### src/rtl/npc_bpred.sv
// npc_bpred: predictive next-PC unit for the pipelined MIPS core.
// Holds the fetch PC and predicts the next fetch address from a direct-mapped
// BTB with 2-bit saturating counters. Branches and jumps are resolved in ID;
// a misprediction redirects fetch and raises flush.
//
// Ports:
//   clk, rst            clock (rising edge), asynchronous active-high reset
//   harzard             fetch/decode stall; PC holds, resolution suppressed
//   pc                  current fetch PC (register)
//   pred_taken          BTB prediction for pc
//   pred_target         predicted target for pc (0 on a BTB miss)
//   id_valid            ID instruction is real (not a bubble)
//   id_pc               PC of the ID instruction
//   id_npcop            next-PC op (NPC_* encodings)
//   id_zero             comparator equal flag
//   id_imm26, id_imm16  jump index, branch offset
//   id_rs               register target for JR/JALR
//   id_pred_taken       prediction carried with the ID instruction
//   id_pred_target      predicted target carried with the ID instruction
//   flush               kill the IF instruction (combinational)
//   mispred_cnt         saturating misprediction count

`ifndef NPC_PLUS4
`define NPC_PLUS4  3'd0
`define NPC_BRANCH 3'd1
`define NPC_BNE    3'd2
`define NPC_JUMP   3'd3
`define NPC_JAL    3'd4
`define NPC_JR     3'd5
`define NPC_JALR   3'd6
`endif

module npc_bpred #(
  parameter int          ADDR_W      = 32,
  parameter int          BTB_ENTRIES = 16,
  parameter logic [31:0] RESET_PC    = 32'h0000_3000,
  parameter logic [1:0]  CNT_INIT    = 2'b01,
  parameter int          STAT_W      = 16
) (
  input  logic              clk,
  input  logic              rst,
  input  logic              harzard,
  output logic [ADDR_W-1:0] pc,
  output logic              pred_taken,
  output logic [ADDR_W-1:0] pred_target,
  input  logic              id_valid,
  input  logic [ADDR_W-1:0] id_pc,
  input  logic [2:0]        id_npcop,
  input  logic              id_zero,
  input  logic [25:0]       id_imm26,
  input  logic [15:0]       id_imm16,
  input  logic [ADDR_W-1:0] id_rs,
  input  logic              id_pred_taken,
  input  logic [ADDR_W-1:0] id_pred_target,
  output logic              flush,
  output logic [STAT_W-1:0] mispred_cnt
);

  localparam int IDX_W = $clog2(BTB_ENTRIES);
  localparam int TAG_W = ADDR_W - IDX_W - 2;

  logic              btb_valid [BTB_ENTRIES];
  logic [TAG_W-1:0]  btb_tag   [BTB_ENTRIES];
  logic [ADDR_W-1:0] btb_tgt   [BTB_ENTRIES];
  logic [1:0]        btb_cnt   [BTB_ENTRIES];

  logic [ADDR_W-1:0] pc_q;
  logic [STAT_W-1:0] mis_q;

  // Fetch-side lookup
  logic [IDX_W-1:0] f_idx;
  logic [TAG_W-1:0] f_tag;
  logic             f_hit;

  assign f_idx       = pc_q[IDX_W+1:2];
  assign f_tag       = pc_q[ADDR_W-1:IDX_W+2];
  assign f_hit       = btb_valid[f_idx] && (btb_tag[f_idx] == f_tag);
  assign pred_taken  = f_hit && btb_cnt[f_idx][1];
  assign pred_target = f_hit ? btb_tgt[f_idx] : '0;

  // ID-side resolution
  logic              res;
  logic              taken;
  logic [ADDR_W-1:0] target;
  logic [ADDR_W-1:0] id_pcplus4;
  logic [ADDR_W-1:0] br_off;
  logic [ADDR_W-1:0] actual_next;
  logic              mispredict;

  assign id_pcplus4 = id_pc + ADDR_W'(4);
  assign br_off     = {{(ADDR_W-18){id_imm16[15]}}, id_imm16, 2'b00};
  assign res        = id_valid && !harzard && (id_npcop != `NPC_PLUS4);

  always_comb begin
    taken  = 1'b0;
    target = id_pcplus4;
    case (id_npcop)
      `NPC_BRANCH: begin
        taken  = id_zero;
        target = id_pcplus4 + br_off;
      end
      `NPC_BNE: begin
        taken  = !id_zero;
        target = id_pcplus4 + br_off;
      end
      `NPC_JUMP, `NPC_JAL: begin
        taken  = 1'b1;
        target = {id_pcplus4[ADDR_W-1:28], id_imm26, 2'b00};
      end
      `NPC_JR, `NPC_JALR: begin
        taken  = 1'b1;
        target = id_rs;
      end
      default: begin
        taken  = 1'b0;
        target = id_pcplus4;
      end
    endcase
  end

  assign actual_next = taken ? target : id_pcplus4;
  assign mispredict  = res && ((id_pred_taken != taken) ||
                               (taken && (id_pred_target != target)));
  // Gated so flush stays low while the reset is held.
  assign flush       = mispredict && !rst;

  logic [IDX_W-1:0] u_idx;
  logic [TAG_W-1:0] u_tag;
  logic             u_hit;

  assign u_idx = id_pc[IDX_W+1:2];
  assign u_tag = id_pc[ADDR_W-1:IDX_W+2];
  assign u_hit = btb_valid[u_idx] && (btb_tag[u_idx] == u_tag);

  always_ff @(posedge clk or posedge rst) begin
    if (rst) begin
      pc_q  <= ADDR_W'(RESET_PC);
      mis_q <= '0;
      for (int i = 0; i < BTB_ENTRIES; i++) begin
        btb_valid[i] <= 1'b0;
        btb_tag[i]   <= '0;
        btb_tgt[i]   <= '0;
        btb_cnt[i]   <= CNT_INIT;
      end
    end else begin
      if (mispredict)
        pc_q <= actual_next;
      else if (!harzard)
        pc_q <= pred_taken ? pred_target : pc_q + ADDR_W'(4);

      if (mispredict && (mis_q != {STAT_W{1'b1}}))
        mis_q <= mis_q + STAT_W'(1);

      if (res) begin
        if (u_hit) begin
          if (taken) begin
            if (btb_cnt[u_idx] != 2'b11)
              btb_cnt[u_idx] <= btb_cnt[u_idx] + 2'b01;
            btb_tgt[u_idx] <= target;
          end else if (btb_cnt[u_idx] != 2'b00) begin
            btb_cnt[u_idx] <= btb_cnt[u_idx] - 2'b01;
          end
        end else if (taken) begin
          // Allocation replaces whatever alias held this index.
          btb_valid[u_idx] <= 1'b1;
          btb_tag[u_idx]   <= u_tag;
          btb_tgt[u_idx]   <= target;
          btb_cnt[u_idx]   <= 2'b10;
        end
      end
    end
  end

  assign pc          = pc_q;
  assign mispred_cnt = mis_q;

endmodule

### config.mk
export PLATFORM = sky130hd
export DESIGN_NAME = npc_bpred
export DESIGN_NICKNAME = d
export VERILOG_FILES = /design/src/rtl/npc_bpred.sv
export SDC_FILE = /design/constraint.sdc
export NUM_CORES = 2
export LEC_CHECK = 0
export CELL_PAD_IN_SITES_DETAIL_PLACEMENT = 1
export CELL_PAD_IN_SITES_GLOBAL_PLACEMENT = 1
export CORE_AREA = 2 2 320 322
export CTS_CLUSTER_SIZE = 25
export DETAILED_ROUTE_END_ITERATION = 10
export DIE_AREA = 0 0 322 324
export PLACE_DENSITY = 0.85
export SLEW_MARGIN = 20
export SYNTH_ARGS = -nofsm -noshare
export SYNTH_HDL_FRONTEND = slang
export SYNTH_SLANG_ARGS = --single-unit
### constraint.sdc
create_clock -name clk -period 62.8 [get_ports clk]
set_clock_uncertainty 0.2 [all_clocks]
set_input_delay 9.42 -clock clk [delete_from_list [all_inputs] [get_ports clk]]
set_output_delay 9.42 -clock clk [all_outputs]
set_load 0.1 [all_outputs]
# Word level (Yosys, flattened, before mapping)
# Cells that the tools add are included.
# W data, S select, Z words.
dict set report totals {
  ff_bits 1024
  word_cells 166
  inputBits 147
  output_inout_bits 82
}
dict set report classes {
  n_eq_ne 14
  n_reduce_logical 25
  n_addsub 6
  n_lt_le_gt_ge 3
  bitwise_logic 7
  n_mux 45
}
# cell n
set op_table {}
lappend op_table {{$bwmux W512} 1}
lappend op_table {{$bwmux W416} 1}
lappend op_table {{$mux W32} 13}
lappend op_table {{$bmux W26 S4} 2}
lappend op_table {{$mux W26} 5}
lappend op_table {{$bmux W32 S4} 1}
lappend op_table {{$demux W32 S4} 1}
lappend op_table {{$demux W26 S4} 1}
lappend op_table {{$pmux W32 S3} 1}
lappend op_table {{$add A32 B3 Y32 const B} 2}
lappend op_table {{$bwmux W32} 2}
lappend op_table {{$eq A26 B26 Y1} 2}
lappend op_table {{$add A32 B32 Y32} 1}
lappend op_table {{$ne A32 B32 Y1} 1}
lappend op_table {{$or A16 B16 Y16} 2}
lappend op_table {{$add A16 B1 Y16 const B} 1}
lappend op_table {{$and A16 B16 Y16} 1}
lappend op_table {{$bmux W2 S4} 2}
lappend op_table {{$ne A16 B16 Y1 const B} 1}
lappend op_table {{$not A16 Y16} 1}
lappend op_table {{$ge A5 B5 Y1 const B} 2}
lappend op_table {{$logic_and A1 B1 Y1} 10}
lappend op_table {{$mux W2} 5}
lappend op_table {{$not A4 Y5} 2}
lappend op_table {{other kinds (25)} 39}

# Longest topological paths before layout
dict set report logic_depth {
  ltp_word 10
  depth_mapped 25
  mapped_depth_nobuf 20
}

# Least setup slack after synthesis
# Ideal clock, no wire load.
dict set report synth_path {
  path_kind {in2out}
  from {input port id_pc[2]}
  to {output port flush}
  stages 20
  arrival_time_ps 14842
  path_slack_ps 38338
  path_buffers 4
  required_ps 53180
  path_cell_list {clkbuf_1 > buf_2 > buf_2 > clkbuf_1 > inv_1 > ha_1 > inv_1 > fa_1 > nand2b_1 > a21o_1 > a211oi_1 > o211ai_1 > nand2_1 > xor2_1 > a221oi_1 > xnor2_1 > nor4_1 > nand4_2 > nand2_1 > nor2_1}
}
dict set report synth_between {
  elab_chain_cells 8
}
# item line_no
set synth_lines {}
lappend synth_lines {{start, declared} 47} ;# input logic [ADDR_W-1:0] id_pc,
lappend synth_lines {{$add A32 B3 Y32 (*)} 90} ;# assign id_pcplus4 = id_pc + ADDR_W'(4);
lappend synth_lines {{$add A32 B32 Y32} {100, 104}}
lappend synth_lines {{$pmux W32 S3 (*)} 97} ;# case (id_npcop)
lappend synth_lines {{$ne A32 B32 Y1 (*)} 123} ;# (taken && (id_pred_target != target)));
lappend synth_lines {{$logic_and A1 B1 Y1 (*)} 123}
lappend synth_lines {{$logic_or A1 B1 Y1 (*)} 122} ;# assign mispredict = res && ((id_pred_taken != taken) ||
lappend synth_lines {{$logic_and A1 B1 Y1 (*)} 122}
lappend synth_lines {{$logic_and A1 B1 Y1 (*)} 125} ;# assign flush = mispredict && !rst;
lappend synth_lines {{end, declared} 55} ;# output logic flush,
# Every way passes the cells marked *; elsewhere a longest branch is shown, timed or not.

# Worst setup path in the final report
dict set report layout_path {
  from {input port id_pc[7]}
  to {output port flush}
}
# The elaborated chain is that of the path after synthesis.

==> insert_results.sql <==
INSERT INTO impl_metrics (metric_group, metric, value, unit) VALUES
('logic_synthesis', 'synth.yosys.warnings', '0', ''),
('global_route', 'vias_in_the_first_global_route', '47194', ''),
('clocking', 'cts-root-buf', 'clkbuf_16', ''),
('floorplan', 'fp.dieW', '322', 'µm'),
('sta', 'final-max-slew-violation-count', '0', ''),
('global_route', 'globalRouteTotalUtil', '43.88', '%'),
('drt', 'drt-initial-drc-count', '5002', ''),
('placed_design', 'io_buffers', '228', ''),
('worst_setup_path', 'critical_path_peak_fanout', '43', ''),
('placed_design', 'dp.cells', '5793', ''),
('floorplan', 'die_height', '324', 'µm'),
('clocking', 'cts_buffers', '106', ''),
('power', 'power.density_cell_area', '36.40', 'nW/µm²'),
('power', 'vdd_drop_max', '0.00003628', 'V'),
('worst_setup_path', 'setup.worst_path.start_class', 'input pin', ''),
('logic_synthesis', 'ys_ff_latch', '1024', ''),
('drt', 'vias_per_cell', '7.250', ''),
('sta', 'timing.fmax', '36.95', 'MHz'),
('sta', 'final-setup-viol-count', '0', ''),
('clocking', 'ctsLongestPathBuffers', '3', ''),
('sta', 'timing_worst_slew_pin_value', '1303', 'ps'),
('worst_setup_path', 'cp_required', '53180', 'ps'),
('clocking', 'ctsResizeCount', '0', ''),
('logic_synthesis', 'synthArstFlopShare', '100.0', '%'),
('global_route', 'antenna_found_initial', '13', ''),
('global_route', 'maximum_number_of_pins_on_one_net_before_global_route_repair', '186', ''),
('clocking', 'cts_hold_buffers', '0', ''),
('placed_design', 'hpwl_dp', '137100', 'µm'),
('clocking', 'worst_skew_late_latency', '720', 'ps'),
('logic_synthesis', 'syn_area', '55160', 'µm²'),
('final_layout', 'fraction_of_final_layout_cells_sized_beyond_drive_strength_1', '29.00', '%'),
('power', 'design_power_total', '2.271', 'mW'),
('drt', 'drt_wl_total', '224700', 'µm'),
('final_layout', 'final.fill_count', '9676', ''),
('placed_design', 'finalWeightedCongestion', '0.9971', ''),
('final_layout', 'multi_input_comb_area', '28160', 'µm²'),
('logic_synthesis', 'synthesis.area_per_instance', '12.10', 'µm²'),
('logic_synthesis', 'yosysSeqAreaShare', '46.50', '%'),
('floorplan', 'io-pin-count', '229', ''),
('logic_synthesis', 'synth_cells', '4558', ''),
('logic_synthesis', 'synth_edf_count', '0', ''),
('final_layout', 'regArea', '25660', 'µm²'),
('sta', 'totalNegativeSetupSlack', '0', 'ps'),
('worst_hold_path', 'min_path_type', 'register to register', ''),
('global_route', 'grt.overflow.total', '0', ''),
('drt', 'drt_pre_antenna_iters', '7', ''),
('clocking', 'clock_tree.htree_level_count', '3', ''),
('clocking', 'cts_tree', 'yes', ''),
('sta', 'hold-worst-slack', '275.5', 'ps'),
('worst_setup_path', 'arrival', '17440', 'ps'),
('sta', 'final_min_period_over_clock_period', '43.09', '%'),
('final_layout', 'flow.area_growth_from_synthesis', '13.12', '%'),
('floorplan', 'effective_utilization_at_floorplan', '54.61', '%'),
('drt', 'dr_total_vias', '43462', ''),
('worst_setup_path', 'criticalPathCategory', 'input pin to output pin', ''),
('drt', 'detail_route.wl_per_cell', '37.49', 'µm'),
('sta', 'layout_setup_ws', '35740', 'ps'),
('placed_design', 'dp_slack', '36100', 'ps'),
('logic_synthesis', 'mappedNetlistNets', '4746', ''),
('outcome', 'outcome', 'completed', ''),
('final_layout', 'layoutNonFillerInstCount', '5995', ''),
('logic_synthesis', 'synth_cell_types', '96', ''),
('sta', 'hold_viol', '0', ''),
('logic_synthesis', 'postSynth.topFlopCell', 'dfrtp_1', ''),
('floorplan', 'area_of_the_die', '104300', 'µm²'),
('power', 'leakagePower', '26.55', 'nW'),
('final_layout', 'nets_finish', '4780', ''),
('drt', 'postRouteAntennaNets', '0', ''),
('sta', 'max_slew_margin', '12.89', '%'),
('clocking', 'post_cts_setup_buffer_count', '0', ''),
('floorplan', 'placeableCoreArea', '101000', 'µm²'),
('worst_setup_path', 'cp-end-kind', 'output pin', ''),
('sta', 'rsz0062_at_grt', 'false', ''),
('floorplan', 'rows', '117', ''),
('sta', 'final.min_clock_period', '27060', 'ps'),
('global_route', 'wire_length_of_the_first_global_routing_pass', '330400', 'µm'),
('drt', 'route.detailed.drc', '0', ''),
('clocking', 'clk_pin_slew', '60', 'ps'),
('clocking', 'cts.sinks', '1024', ''),
('run', 'drv_cap', '0', '');
==> sequential cells by signal (all words and copies together) (netlist names) <==
register,cells
btb_valid,16
btb_tgt,512
btb_cnt,32
mispred_cnt,16
btb_tag,416
pc,32
==> final timing paths <==
| path | startpoint | to | slack (ps) | cells past startpoint |
|---|---|---|---|---|
| setup / recovery | id_pc[7] | flush | 35740 | 20 |
| hold / removal | btb_tgt[500] | btb_tgt[500] | 280 | 2 |
| setup reg to reg | pc[2] | pc[14] | 55960 | 14 |
| hold reg to reg | btb_tgt[500] | btb_tgt[500] | 280 | 2 |
| max in group asynchronous | rst | btb_tag[48] | 49120 | 6 |
| min in group asynchronous | rst | btb_tgt[451] | 9090 | 2 |
==> per-stage QoR <==
step / cell area (µm²) / utilization [%]
floorplan: 55160 / -
global placement: 58810 / 58.22
detailed placement: 58810 / 58.22
CTS: 62360 / 61.74
global route: 62390 / 61.77
finish: 62400 / 61.77
==> cell families (layout without fill, tap and decap cells) <==
group,Yosys count,count (layout),share of synthesized area (%)
AOI/OAI and AO/OA,874,874,9.244
xor gates and xnor gates,157,157,2.493
adders and majority gates,43,43,0.9799
buffers and inverters,465,587,3.387
DFF,1024,1024,46.50
muxes,976,976,28.91
other,0,6,0
and+or+nand+nor,1019,1019,8.495
==> synth_stat cells, types with 6 or more instances <==
cell type  count  area share [%]
o211ai_1       9            0.12
mux2_2       486             9.9
o21a_1        13            0.18
nor2_1       102            0.69
a221oi_1      10            0.16
xnor2_1      105             1.7
nand3b_1       7           0.095
nor4_1        13            0.15
a21o_1        15            0.20
a211oi_1      12            0.16
and3_1        59            0.67
buf_1         39            0.27
dfstp_2       18            0.86
a22oi_1       19            0.26
nand4_1       43            0.49
o31ai_1       13            0.18
nand2_1      589             4.0
nand3_1       72            0.65
ha_1          40            0.91
nand2b_1       8           0.091
inv_1         44            0.30
or2_2         19            0.22
xor2_1        52            0.83
mux4_2       444              18
o221ai_1      10            0.16
o22a_1        18            0.29
o21ai_0      519             4.7
o22ai_1       22            0.25
nor3_1        26            0.24
or4_1          6           0.082
a31oi_1       18            0.20
buf_2         59            0.54
and2_1        13            0.15
mux2i_1       43            0.78
dfrtp_1     1006              46
clkbuf_1     312             2.1
and4_1        12            0.19
or3_1          7           0.079
o21ai_1       18            0.16
a32oi_1        9            0.14
a21oi_1      114             1.0
nor2b_1       12            0.14
==> final cells by class <==
type	count	area share (%)
antenna	6	0.02406
clock buffer	154	4.943
clock inverter	42	0.7500
inverter	46	0.2968
multi-input combinational	3069	45.13
sequential	1024	41.13
tap	1309	2.625
timing repair buffer	345	5.103
==> power by group <==
part	switching [mW]	total, mW	internal, mW
logic	0.407	0.707	0.300
registers	0.125	0.904	0.779
clock network	0.283	0.660	0.377
==> routing by layer <==
metal  GRT usage [%]  up-vias  part of all wire [%]
li1                -    16947                     -
met1           52.49    22632                    35
met2           69.13     2853                    47
met3           12.59     1012                    10
met4           30.13       18                   8.2
met5               0        -                 0.049
==> worst max-delay path, stage by stage <==
cell and delay, ps:
clkdlybuf4s50_1 1220, nand2_1 400, or4_1 730, o21a_1 230, or2_1 360, ha_1 500
nand4_1 380, nand2_1 170, mux2i_1 90, a221oi_1 250, o221ai_1 190, a31oi_2 830
xnor2_1 230, a211oi_2 70, and4_4 210, nand4_2 90, buf_4 450, nand2_1 270
nor2_1 150, clkdlybuf4s50_1 1140
==> cells in the final DEF (no fill, tap or decap), types with 24 or more instances in the layout <==
master	instances
clkdlybuf4s50_1	221
nand4_1	43
mux4_2	444
mux2_2	486
dfrtp_1	1002
buf_4	114
o21ai_0	519
xnor2_1	105
ha_1	40
and3_1	59
clkbuf_1	24
nor2_1	100
nand3_1	57
xor2_1	52
clkbuf_16	107
clkbuf_8	24
mux2i_1	43
nand2_1	588
a21oi_1	97
inv_1	43
Note: power is estimated with default switching activity, not from simulation.
